`config.mk`:
```
export PLATFORM = sky130hd
export DESIGN_NAME = digit_font_scheduler
export DESIGN_NICKNAME = d
export VERILOG_FILES = /design/src/rtl/rtc_disp_pkg.sv /design/src/rtl/slot_locator.sv /design/src/rtl/digit_font_scheduler.sv
export SDC_FILE = /design/constraint.sdc
export NUM_CORES = 1
export LEC_CHECK = 0
export ABC_AREA = 1
export BUFFER_PORTS_ARGS = -buffer_cell sky130_fd_sc_hd__buf_2
export CAP_MARGIN = 20
export CORE_MARGIN = 1
export CORE_UTILIZATION = 58
export CTS_BUF_LIST = sky130_fd_sc_hd__clkbuf_2 sky130_fd_sc_hd__clkbuf_4 sky130_fd_sc_hd__clkbuf_8
export DETAILED_ROUTE_END_ITERATION = 10
export PLACE_DENSITY = 0.95
export SETUP_SLACK_MARGIN = 0.15
export SLEW_MARGIN = 20
export SYNTH_ARGS = -nofsm -noshare
export SYNTH_HDL_FRONTEND = slang
export SYNTH_SLANG_ARGS = --single-unit
```
`constraint.sdc`:
```
create_clock -name clk -period 5.3 [get_ports clk]
set_input_delay 0.53 -clock clk [delete_from_list [all_inputs] [get_ports clk]]
set_output_delay 0.53 -clock clk [all_outputs]
set_load 0.01 [all_outputs]
```
`src/rtl/rtc_disp_pkg.sv`:
```
`default_nettype none
// ============================================================================
// Module      : rtc_disp_pkg
// Description : Shared constants and types for the RTC digit display: band
//               and column geometry, snapshot FSM states, blank BCD code.
// Revision    : 1.0 - initial release
// ============================================================================
package rtc_disp_pkg;

    // Slot geometry in pixels
    localparam logic [9:0] SLOT_W    = 10'd32;
    localparam logic [9:0] SLOT_H    = 10'd64;
    localparam int         NUM_BANDS = 3;
    localparam int         NUM_COLS  = 6;

    // Band vertical bounds (inclusive)
    localparam logic [9:0] HORA_Y0   = 10'd64;
    localparam logic [9:0] HORA_Y1   = 10'd127;
    localparam logic [9:0] FECHA_Y0  = 10'd192;
    localparam logic [9:0] FECHA_Y1  = 10'd255;
    localparam logic [9:0] CRONO_Y0  = 10'd320;
    localparam logic [9:0] CRONO_Y1  = 10'd383;

    // Band codes as reported by the slot locator
    localparam logic [1:0] BAND_HORA  = 2'd0;
    localparam logic [1:0] BAND_FECHA = 2'd1;
    localparam logic [1:0] BAND_CRONO = 2'd2;

    // Column x starts
    localparam logic [9:0] COL_X0 = 10'd160;
    localparam logic [9:0] COL_X1 = 10'd192;
    localparam logic [9:0] COL_X2 = 10'd320;
    localparam logic [9:0] COL_X3 = 10'd352;
    localparam logic [9:0] COL_X4 = 10'd480;
    localparam logic [9:0] COL_X5 = 10'd512;

    // Code stored in the shadow bank for an empty/blank digit
    localparam logic [3:0] BLANK_BCD = 4'hF;

    // Snapshot handshake states
    typedef enum logic [1:0] {
        ST_IDLE = 2'd0,
        ST_REQ  = 2'd1,
        ST_HOLD = 2'd2
    } snap_state_t;

    function automatic logic [9:0] band_y0(input int b);
        case (b)
            0:       band_y0 = HORA_Y0;
            1:       band_y0 = FECHA_Y0;
            default: band_y0 = CRONO_Y0;
        endcase
    endfunction

    function automatic logic [9:0] band_y1(input int b);
        case (b)
            0:       band_y1 = HORA_Y1;
            1:       band_y1 = FECHA_Y1;
            default: band_y1 = CRONO_Y1;
        endcase
    endfunction

    function automatic logic [9:0] col_x0(input int k);
        case (k)
            0:       col_x0 = COL_X0;
            1:       col_x0 = COL_X1;
            2:       col_x0 = COL_X2;
            3:       col_x0 = COL_X3;
            4:       col_x0 = COL_X4;
            default: col_x0 = COL_X5;
        endcase
    endfunction

    // Swap nibbles so the upper (first-displayed) digit lands in the lower
    // nibble position of the flattened shadow bank.
    function automatic logic [7:0] nib_swap(input logic [7:0] b);
        nib_swap = {b[3:0], b[7:4]};
    endfunction

endpackage : rtc_disp_pkg
`default_nettype wire

```
`src/rtl/slot_locator.sv`:
```
`default_nettype none
// ============================================================================
// Module      : slot_locator
// Description : Combinational map from pixel coordinates to the digit slot
//               that owns the pixel: {hit, band, slot}.
// Revision    : 1.0 - initial release
// ============================================================================
module slot_locator
    import rtc_disp_pkg::*;
(
    input  logic [9:0] i_pix_x,
    input  logic [9:0] i_pix_y,
    output logic       o_hit,
    output logic [1:0] o_band,
    output logic [2:0] o_slot
);

    logic       w_band_hit;
    logic       w_col_hit;
    logic [1:0] w_band;
    logic [2:0] w_slot;

    // Range-compare the pixel against every band and column window
    always_comb begin
        w_band_hit = 1'b0;
        w_band     = 2'd0;
        w_col_hit  = 1'b0;
        w_slot     = 3'd0;
        for (int b = 0; b < NUM_BANDS; b++) begin
            if (i_pix_y >= band_y0(b) && i_pix_y <= band_y1(b)) begin
                w_band_hit = 1'b1;
                w_band     = 2'(b);
            end
        end
        for (int k = 0; k < NUM_COLS; k++) begin
            if (i_pix_x >= col_x0(k) && i_pix_x <= col_x0(k) + SLOT_W - 10'd1) begin
                w_col_hit = 1'b1;
                w_slot    = 3'(k);
            end
        end
        o_hit  = w_band_hit & w_col_hit;
        o_band = o_hit ? w_band : 2'd0;
        o_slot = o_hit ? w_slot : 3'd0;
    end

endmodule : slot_locator
`default_nettype wire

```
`src/rtl/digit_font_scheduler.sv`:
```
`default_nettype none
// ============================================================================
// Module      : digit_font_scheduler
// Description : Shares one BCD decoder / font ROM across the 18 display
//               digit slots. Snapshots RTC digits once per frame via a
//               req/ack handshake, issues per-pixel ROM lookups and aligns
//               the returned font byte with the pixel pipeline.
// Revision    : 1.0 - initial release
// ============================================================================
module digit_font_scheduler
    import rtc_disp_pkg::*;
#(
    parameter int          ROW_SHIFT = 2,
    parameter logic [11:0] TXT_COLOR = 12'hFFF
)
(
    input  logic        clk,
    input  logic        reset,
    input  logic [9:0]  pix_x,
    input  logic [9:0]  pix_y,
    input  logic        video_on,
    input  logic [7:0]  fecha_in1,
    input  logic [7:0]  fecha_in2,
    input  logic [7:0]  fecha_in3,
    input  logic [7:0]  hora_in1,
    input  logic [7:0]  hora_in2,
    input  logic [7:0]  hora_in3,
    input  logic [7:0]  crono_in1,
    input  logic [7:0]  crono_in2,
    input  logic [7:0]  crono_in3,
    input  logic        upd_ack,
    output logic        upd_req,
    output logic        stale,
    output logic [3:0]  rom_digit,
    output logic [3:0]  rom_row,
    input  logic [7:0]  rom_data,
    output logic [11:0] rgbtext
);

    // Snapshot FSM and shadow bank (18 nibbles, index = band*6 + slot)
    snap_state_t r_state;
    logic        r_upd_req;
    logic        r_stale;
    logic [71:0] r_shadow;

    // Lookup pipeline
    logic [3:0]  r_rom_digit;
    logic [3:0]  r_rom_row;
    logic [2:0]  r_col1;
    logic        r_hit1;
    logic        r_vid1;
    logic [2:0]  r_col2;
    logic        r_hit2;
    logic        r_vid2;

    logic        w_loc_hit;
    logic [1:0]  w_loc_band;
    logic [2:0]  w_loc_slot;
    logic [4:0]  w_idx;
    logic [3:0]  w_nib;
    logic        w_digit_ok;
    logic [3:0]  w_glyph_row;

    slot_locator u_slot_locator (
        .i_pix_x (pix_x),
        .i_pix_y (pix_y),
        .o_hit   (w_loc_hit),
        .o_band  (w_loc_band),
        .o_slot  (w_loc_slot)
    );

    // Fetch the shadowed digit for the owning slot; codes above 9 render blank
    always_comb begin
        w_idx       = 5'(w_loc_band) * 5'd6 + 5'(w_loc_slot);
        w_nib       = r_shadow[{w_idx, 2'b00} +: 4];
        w_digit_ok  = w_loc_hit && (w_nib <= 4'd9);
        w_glyph_row = pix_y[ROW_SHIFT+3:ROW_SHIFT];
    end

    // Per-frame snapshot handshake; ack wins over the y==0 timeout
    always_ff @(posedge clk) begin
        if (reset) begin
            r_state   <= ST_IDLE;
            r_upd_req <= 1'b0;
            r_stale   <= 1'b0;
            r_shadow  <= {18{BLANK_BCD}};
        end else begin
            case (r_state)
                ST_IDLE: begin
                    if (pix_y == 10'd480 && pix_x == 10'd0) begin
                        r_state   <= ST_REQ;
                        r_upd_req <= 1'b1;
                    end
                end
                ST_REQ: begin
                    if (upd_ack) begin
                        r_shadow  <= {nib_swap(crono_in3), nib_swap(crono_in2), nib_swap(crono_in1),
                                      nib_swap(fecha_in3), nib_swap(fecha_in2), nib_swap(fecha_in1),
                                      nib_swap(hora_in3),  nib_swap(hora_in2),  nib_swap(hora_in1)};
                        r_stale   <= 1'b0;
                        r_upd_req <= 1'b0;
                        r_state   <= ST_HOLD;
                    end else if (pix_y == 10'd0) begin
                        r_stale   <= 1'b1;
                        r_upd_req <= 1'b0;
                        r_state   <= ST_HOLD;
                    end
                end
                ST_HOLD: begin
                    if (pix_y == 10'd1) begin
                        r_state <= ST_IDLE;
                    end
                end
                default: begin
                    r_state   <= ST_IDLE;
                    r_upd_req <= 1'b0;
                end
            endcase
        end
    end

    // S1 issues the ROM address; S2 carries column/hit/vid to meet rom_data
    always_ff @(posedge clk) begin
        if (reset) begin
            r_rom_digit <= 4'd0;
            r_rom_row   <= 4'd0;
            r_col1      <= 3'd0;
            r_hit1      <= 1'b0;
            r_vid1      <= 1'b0;
            r_col2      <= 3'd0;
            r_hit2      <= 1'b0;
            r_vid2      <= 1'b0;
        end else begin
            r_rom_digit <= w_digit_ok ? w_nib : 4'd0;
            r_rom_row   <= w_digit_ok ? w_glyph_row : 4'd0;
            r_col1      <= pix_x[4:2];
            r_hit1      <= w_digit_ok;
            r_vid1      <= video_on;
            r_col2      <= r_col1;
            r_hit2      <= r_hit1;
            r_vid2      <= r_vid1;
        end
    end

    // rom_data comes straight off the font ROM's output register, so the
    // final bit pick stays a short mux gated by pipeline registers.
    assign rgbtext   = (r_vid2 && r_hit2 && rom_data[3'd7 - r_col2]) ? TXT_COLOR : 12'h000;
    assign upd_req   = r_upd_req;
    assign stale     = r_stale;
    assign rom_digit = r_rom_digit;
    assign rom_row   = r_rom_row;

endmodule : digit_font_scheduler
`default_nettype wire
```
==> results of run 1 <==
## sequential cells by signal, indices dropped and copies added (netlist names)
| register | cells |
|---|---|
| r_col1 | 3 |
| r_col2 | 3 |
| r_hit1 | 1 |
| r_hit2 | 1 |
| r_shadow | 72 |
| r_state | 2 |
| r_vid1 | 1 |
| r_vid2 | 1 |
| rom_digit | 4 |
| rom_row | 4 |
| stale | 1 |
| upd_req | 1 |
## power groups by stage
stage	combinational, uW	clock, uW	sequential [uW]
CTS	174	534	751
detailed placement	172	0	768
global route	196	564	755
floorplan	106	0	765
finish	176	533	752
global placement	164	0	766
## per-layer routing
layer	vias to the layer above	global-route usage, %	wire, microns
met5	-	0	0
met4	0	12.4	329
met3	38	3.45	570
met2	197	49.7	5530
met1	2051	33.1	4780
li1	2240	-	-
## worst min-delay path, stage by stage
cell     delay, ns
buf_2         0.07
nand2_1       0.04
nand3_1       0.05
## path summary, 6_finish.rpt
path | endpoint | slack [ns] | depth (start not counted)
hold reg to reg | r_vid2 | 0.40 | 2
setup reg to reg | r_shadow[20] | 2.64 | 6
setup / recovery | r_hit1 | 1.70 | 18
hold / removal | r_shadow[32] | 0.36 | 3
## per-stage QoR
stage	cell area [sq um]	cells	total power [uW]	setup WS (ns)
after global routing	5270	828	1520	1.30
after global placement	5040	812	931	1.59
after floorplan	4530	632	871	1.89
after detailed placement	5040	812	939	1.39
after CTS	5270	828	1460	1.72
final	5270	828	1460	1.70
## area by class of cell
| cell class | count | area, sq um | share of cell area [%] |
|---|---|---|---|
| multi-input combinational | 400 | 2050 | 38.9 |
| sequential | 94 | 1880 | 35.7 |
| timing repair buffer | 127 | 641 | 12.1 |
| inverter | 92 | 348 | 6.60 |
| clock buffer | 11 | 145 | 2.75 |
| tap | 99 | 124 | 2.35 |
| clock inverter | 5 | 82.6 | 1.57 |
## layout by cell type, fill, tap and decap left out, types with 2 or more instances in the layout
cell type	netlist	layout
dfxtp_1	94	94
nor2_1	44	44
clkbuf_8	0	10
nand3_1	63	63
buf_4	13	2
nand2_2	2	2
o21ai_0	15	15
nor4_1	3	3
nand4_1	19	19
xnor2_1	2	2
o211ai_1	51	51
bufinv_16	0	2
o21ai_1	2	2
nor3_1	3	3
buf_2	2	125
clkinv_4	0	2
nand2_1	156	156
nand3_2	2	2
clkinv_2	0	3
inv_1	92	90
a21oi_1	19	19
ha_1	4	4
## kinds of logic after synthesis
logic type / Yosys count / synth area share [%]
AOI/OAI and AO/OA: 96 / 14.3
adders and majority gates: 5 / 1.55
xor gates and xnor gates: 2 / 0.387
buffers and inverters: 138 / 13.2
and+or+nand+nor: 296 / 28.8
muxes: 1 / 0.221
DFF: 94 / 41.5
==> impl_metrics.yaml, run 1 <==
critical_path:
  required_ns: 5.55
  cp_top_family: "simple AND/OR/NAND/NOR gates"
  crit_arrival_ns: 3.85
  critPathMaxStageDelay_ns: 0.68
  r2r-start: "r_state[1]"
  crit_fanout: 18
  crit_top_cell: "nor2_1"
  crit_slowest_cell: "a211oi_4"
  crit_buf_inv: 4
  end_kind: "flop"
  critPathLaunch: "pix_y[7]"
  critPathKind: "input pin to flop"
  startpoint_type: "input pin"
  cp_cell_sequence: "buf_2, a211oi_4, nand2_1, nor2_1, ha_1, fa_1, nor2_1, inv_1, nor2_1, inv_1, nor2_1, o21ai_1, a21oi_1, a21oi_2, nand2_1, nand2_1, nand2_2, inv_1"
pwr:
  power_frac_comb_pct: 12.0
  p_int_uw: 1090
  p_leak_uw: 0.00282
  switching_share_pct: 25.1
  ir_drop_uv: 159
  p_sw_uw: 367
  power_frac_seq_pct: 51.5
  power_density_nw_per_um2: 277
  p_clk_share_pct: 36.5
timing:
  setup-violations-final: 0
  tightest_slew_ns: 0.935
  finalSetupTns_ns: 0
  rsz0062_at_grt: "no"
  hold_violations: 0
  slew_viol_final: 0
  finalClockSkew_ns: 0.0108
  hold_ws_ns: 0.363
  period_needed_ns: 3.60
  fmax_mhz: 278
  slew_headroom_pct: 37.7
  min_period_over_period_pct: 67.9
clocking:
  cts_made_buffers: 9
  htree_num_levels: 3
  clockBufferDepth: 2
  clk_pin_slew_ns: 0.09
  clk_latency_ns: 0.36
  hold_buffers: 0
  post_cts_buffers: 0
  clock-sinks: 94
  cts-root-buf: "clkbuf_8"
  cts_tree: "done"
  cts_resized: 0
floorplanning:
  fp-row-count: 31
  fp.dieW_microns: 90.4
  ioPinCount: 126
  initial_core_util_pct: 61.2
  core_area_sq_um: 7410
  die-area_sq_um: 8170
  die_y_microns: 90.4
min_path:
  hp-start: "fecha_in2[4]"
  hp-class: "input pin to flop"
detailed_routing:
  drtPass1Iterations: 5
  via_per_inst: 5.47
  drt_iter0_drc: 357
  wl_per_cell_microns: 13.5
  drcViolationCount: 0
  totalWireLength_microns: 11200
  vias: 4526
  postRouteAntennaNets: 0
synthesis:
  synth_seq_cells: 94
  yosysTopAreaCellShare_pct: 41.5
  synth_top_cell_by_area: "dfxtp_1"
  synthTopCellsByArea: "dfxtp_1 42%, nand2_1 13%, o211ai_1 8.4%"
  synth_nets: 741
  yosys-top-cells-count: "156 x nand2_1, 94 x dfxtp_1, 92 x inv_1, 63 x nand3_1, 51 x o211ai_1"
  syn_area_per_cell_sq_um: 7.17
  synth_cell_type_count: 35
  syn_inst: 632
  synthesis.area_sq_um: 4530
  synth-async-reset-ratio_pct: 0
  yosys_warnings: 0
  synth-edff-count: 0
  synth_most_common_cell: "nand2_1"
  seq_area_frac_synth_pct: 41.5
  synth_ff_type: "dfxtp_1"
global_routing:
  first_global_vias: 4232
  antenna_found_initial: 0
  grt_max_degree: 75
  overflow: 0
  grt_pass1_wl_microns: 18600
  grt_usage_pct: 27.7
cells_and_area:
  drive_above_1_share_pct: 21.1
  nNetsFinal: 833
  fin_util_pct: 71.2
  fillers: 589
  diodes: 0
  area_delta_synth_final_pct: 16.3
place:
  place_congestion: 0.876
  io_buffers: 125
  hpwl_microns: 8060
flow_run:
  maxCapViolCount: 0
outcome:
  outcome: "completed"
(Power assumes the default switching activity.)
==> run 2: changes to the inputs <==
CORE_UTILIZATION = 54   (was 58)
PLACE_DENSITY = 0.91   (was 0.95)
clock period = 3.4 ns   (was 5.3 ns; I/O delays follow)
==> impl_metrics.yaml, run 2 (same netlist as run 1, synthesis figures left out) <==
detailed_routing:
  vias: 4465
  totalWireLength_microns: 11000
  postRouteAntennaNets: 0
  wl_per_cell_microns: 13.1
  drcViolationCount: 0
  drt_iter0_drc: 243
  via_per_inst: 5.30
  drtPass1Iterations: 5
timing:
  fmax_mhz: 334
  rsz0062_at_grt: "no"
  finalSetupTns_ns: 0
  finalClockSkew_ns: 0.0172
  tightest_slew_ns: 0.881
  period_needed_ns: 3.00
  min_period_over_period_pct: 88.2
  slew_headroom_pct: 41.2
  setup-violations-final: 0
  hold_violations: 0
  slew_viol_final: 0
cells_and_area:
  area_delta_synth_final_pct: 18.4
  largest_reg_flops: 72
  drive_above_1_share_pct: 23.2
  finalInstanceArea_sq_um: 5370
  final_cell_mix: "155 x nand2_1, 125 x buf_2, 94 x dfxtp_1"
  final_cells: 842
  largest_register: "r_shadow"
  layout_commonest_cell: "nand2_1"
  fillers: 706
  diodes: 0
  nNetsFinal: 841
clocking:
  clk_latency_ns: 0.35
  clock-sinks: 94
  clk_pin_slew_ns: 0.09
  htree_num_levels: 3
  cts_tree: "done"
  clockBufferDepth: 2
  post_cts_buffers: 0
  cts-root-buf: "clkbuf_8"
  cts_made_buffers: 9
place:
  dp.cells: 826
  place_congestion: 0.875
  io_buffers: 125
  hpwl_microns: 7910
  place_area_sq_um: 5110
critical_path:
  critPathLaunch: "pix_x[8]"
  startpoint_type: "input pin"
  critPathMaxStageDelay_ns: 0.40
  worst-r2r-setup-slack_ns: 1.16
  crit_top_cell: "inv_1"
  r2r-start: "r_state[0]"
  crit_buf_inv: 6
  required_ns: 3.63
  cp_cell_sequence: "buf_2, inv_1, nor2_1, nand3_2, nand4_4, nand2_1, ha_1, inv_1, fa_1, xnor2_1, inv_1, nor2_1, inv_1, nor2_2, inv_1, nor2_2, o21ai_1, a21oi_1, a21oi_2, nand2_1, nand2_1, nand2_4, nor2_1"
  crit_slowest_cell: "fa_1"
  critPathKind: "input pin to flop"
  end_kind: "flop"
  crit_fanout: 7
  crit_arrival_ns: 3.22
  cp_top_family: "simple AND/OR/NAND/NOR gates"
min_path:
  hp-start: "video_on"
  hp-class: "input pin to flop"
global_routing:
  grt_pass1_wl_microns: 17600
  grt_max_degree: 78
  grt_usage_pct: 25.3
  antenna_found_initial: 0
  overflow: 0
  first_global_vias: 4080
floorplanning:
  fp.dieW_microns: 93.6
  ioPinCount: 126
  initial_core_util_pct: 55.4
  fp-row-count: 33
  die-area_sq_um: 8760
  core_area_sq_um: 8180
  die_y_microns: 93.6
outcome:
  outcome: "completed"
pwr:
  p_leak_uw: 0.00288
  power_uw: 2270
  power_density_nw_per_um2: 423
  ir_drop_uv: 236
flow_run:
  maxCapViolCount: 0
run 2: tightest hold or removal path, stage by stage:
cell and delay, ns:
buf_2 0.09, inv_1 0.04, nor2_1 0.03
run 2: power by group:
group          switching (uW)  total, uW  internal, uW
Clock                     370        819           449
Sequential               20.3       1170          1150
Combinational             166        280           113
run 2: worst paths after layout:
path	endpoint	cells after the start
setup reg to reg	r_shadow[30]	7
hold reg to reg	r_col2[2]	2
setup / recovery	rom_digit[0]	23
hold / removal	r_vid1	3
run 2: timing repair:
item / 4_1_cts / 5_1_grt
hold buffers: 0 / 0
resized for setup: 0 / 11
hold endpoints to repair: 0 / 0
setup endpoints to repair: 0 / 7
run 2: final cells by class:
class                   count  area, sq um  area share, %
multi-input cells         400         2080           38.8
flip-flops and latches     94         1880           35.1
repair buffers            135          701           13.1
inverters                  92          347           6.46
clock buffers              12          153           2.85
well taps                 105          131           2.45
clock inverters             4         70.1           1.31
run 2: stage by stage:
step | worst slack (ns) | hold WS (ns) | util (%)
after floorplan | 0.181 | 0.388 | -
after global placement | 0.195 | 0.390 | 62.5
after detailed placement | 0.0358 | 0.396 | 62.5
after CTS | 0.397 | 0.177 | 65.2
after global routing | 0.0918 | 0.192 | 65.6
final | 0.403 | 0.180 | 65.6
run 2: metal layers:
layer  GRT usage (%)  share of wire [%]  up-vias
met5               0                  0        -
met4            9.36                1.7        0
met2            43.6                 50      169
met1            32.1                 42     2028
li1                -                  -     2249
met3            3.33                6.1       19
==> run 3: changes to the inputs <==
RECOVER_POWER = 50   (was unset)
==> impl_metrics.yaml, run 3 (same netlist as run 1, synthesis figures left out) <==
clocking:
  clock-sinks: 94
  hold_buffers: 0
  cts_tree: "done"
  clk_pin_slew_ns: 0.09
  clk_latency_ns: 0.35
  clockBufferDepth: 2
  cts_made_buffers: 9
  cts-root-buf: "clkbuf_8"
  htree_num_levels: 3
cells_and_area:
  layout_commonest_cell: "nand2_1"
  nNetsFinal: 841
  area_delta_synth_final_pct: 17.6
  drive_above_1_share_pct: 19.8
  largest_reg_flops: 72
  diodes: 0
  final_cell_mix: "155 x nand2_1, 101 x buf_2, 94 x dfxtp_1"
  largest_register: "r_shadow"
min_path:
  hp-class: "input pin to flop"
timing:
  setup-violations-final: 0
  tightest_slew_ns: 1.60
  hold_violations: 0
  min_period_over_period_pct: 88.0
  finalSetupTns_ns: 0
  hold_ws_ns: 0.180
  slew_viol_final: 44
  rsz0062_at_grt: "no"
  fmax_mhz: 334
  slew_headroom_pct: -6.35
  finalClockSkew_ns: 0.0169
  period_needed_ns: 2.99
global_routing:
  grt_pass1_wl_microns: 17600
  grt_max_degree: 78
  overflow: 0
  antenna_found_initial: 0
  first_global_vias: 4080
  grt_usage_pct: 25.3
critical_path:
  startpoint_type: "input pin"
  end_kind: "flop"
  critPathKind: "input pin to flop"
  required_ns: 3.63
  crit_fanout: 7
  crit_arrival_ns: 3.22
pwr:
  p_leak_uw: 0.00277
  power_density_nw_per_um2: 426
  ir_drop_uv: 235
  power_uw: 2270
outcome:
  violations: "capacitance limit, slew limit"
  outcome: "finished with violations"
detailed_routing:
  drtPass1Iterations: 5
  vias: 4455
  totalWireLength_microns: 11000
  via_per_inst: 5.29
  postRouteAntennaNets: 0
  drcViolationCount: 0
  drt_iter0_drc: 257
  wl_per_cell_microns: 13.1
place:
  place_congestion: 0.875
  io_buffers: 125
  hpwl_microns: 7910
floorplanning:
  core_area_sq_um: 8180
  fp.dieW_microns: 93.6
  fp-row-count: 33
  ioPinCount: 126
  initial_core_util_pct: 55.4
  die-area_sq_um: 8760
  die_y_microns: 93.6
flow_run:
  maxCapViolCount: 1
-- run 3: cell types whose count changed in the layout (fill, tap and decap cells not counted), sizes merged --
cell	delta
buf	-25
clkbuf	+25
-- run 3: path summary, 6_finish.rpt --
path                                      to  slack [ns]        from  cells after the start
worst min-delay path                  r_vid1        0.18    video_on                      3
worst max register to register   r_shadow[3]        0.45  r_state[0]                      7
worst min register to register     r_col2[2]        0.40   r_col1[2]                      2
worst max-delay path            rom_digit[0]        0.41    pix_x[8]                     23
-- run 3: power by group --
part           total [uW]  leakage, uW  internal [uW]  switching, uW
clock                 822     0.000117            449            373
combinational         279      0.00189            113            166
sequential           1170     0.000763           1150           20.4
total                2270      0.00277           1710            560
-- run 3: worst max-delay path, cell delays in order --
cell,delay (ns)
buf_2,0.10
inv_1,0.07
nor2_1,0.18
nand3_2,0.13
nand4_4,0.13
nand2_1,0.10
ha_1,0.30
inv_1,0.06
fa_1,0.40
xnor2_1,0.17
inv_1,0.07
nor2_1,0.09
inv_1,0.08
nor2_2,0.11
inv_1,0.08
nor2_2,0.16
o21ai_1,0.10
a21oi_1,0.17
a21oi_2,0.07
nand2_1,0.07
nand2_1,0.09
nand2_4,0.11
nor2_1,0.05
-- run 3: timing repair --
action,CTS,global route
setup buffers,0,0
setup endpoints to repair,0,7
gates resized for setup,0,11
-- run 3: final cells by class --
cell class / instances / area (sq um)
clock buffer: 12 / 153
clock inverter: 4 / 70.1
fill: 719 / 2840
inverter: 92 / 347
multi-input combinational: 400 / 2080
sequential: 94 / 1880
tap: 105 / 131
timing repair buffer: 135 / 667
-- run 3: metal layers --
metal	vias to the layer above	share of wire, %	track usage (%)
li1	2247	-	-
met1	2028	43	32.1
met2	158	50	43.6
met3	22	5.7	3.33
met4	0	1.8	9.36
met5	-	0	0
-- run 3: through the flow --
step / setup WS [ns] / area [sq um] / std cells / utilization (%)
after CTS: 0.397 / 5330 / 842 / 65.2
after detailed placement: 0.0358 / 5110 / 826 / 62.5
final: 0.407 / 5330 / 842 / 65.2
after global routing: 0.0889 / 5330 / 842 / 65.2
after global placement: 0.195 / 5110 / 826 / 62.5
after floorplan: 0.181 / 4530 / 632 / -
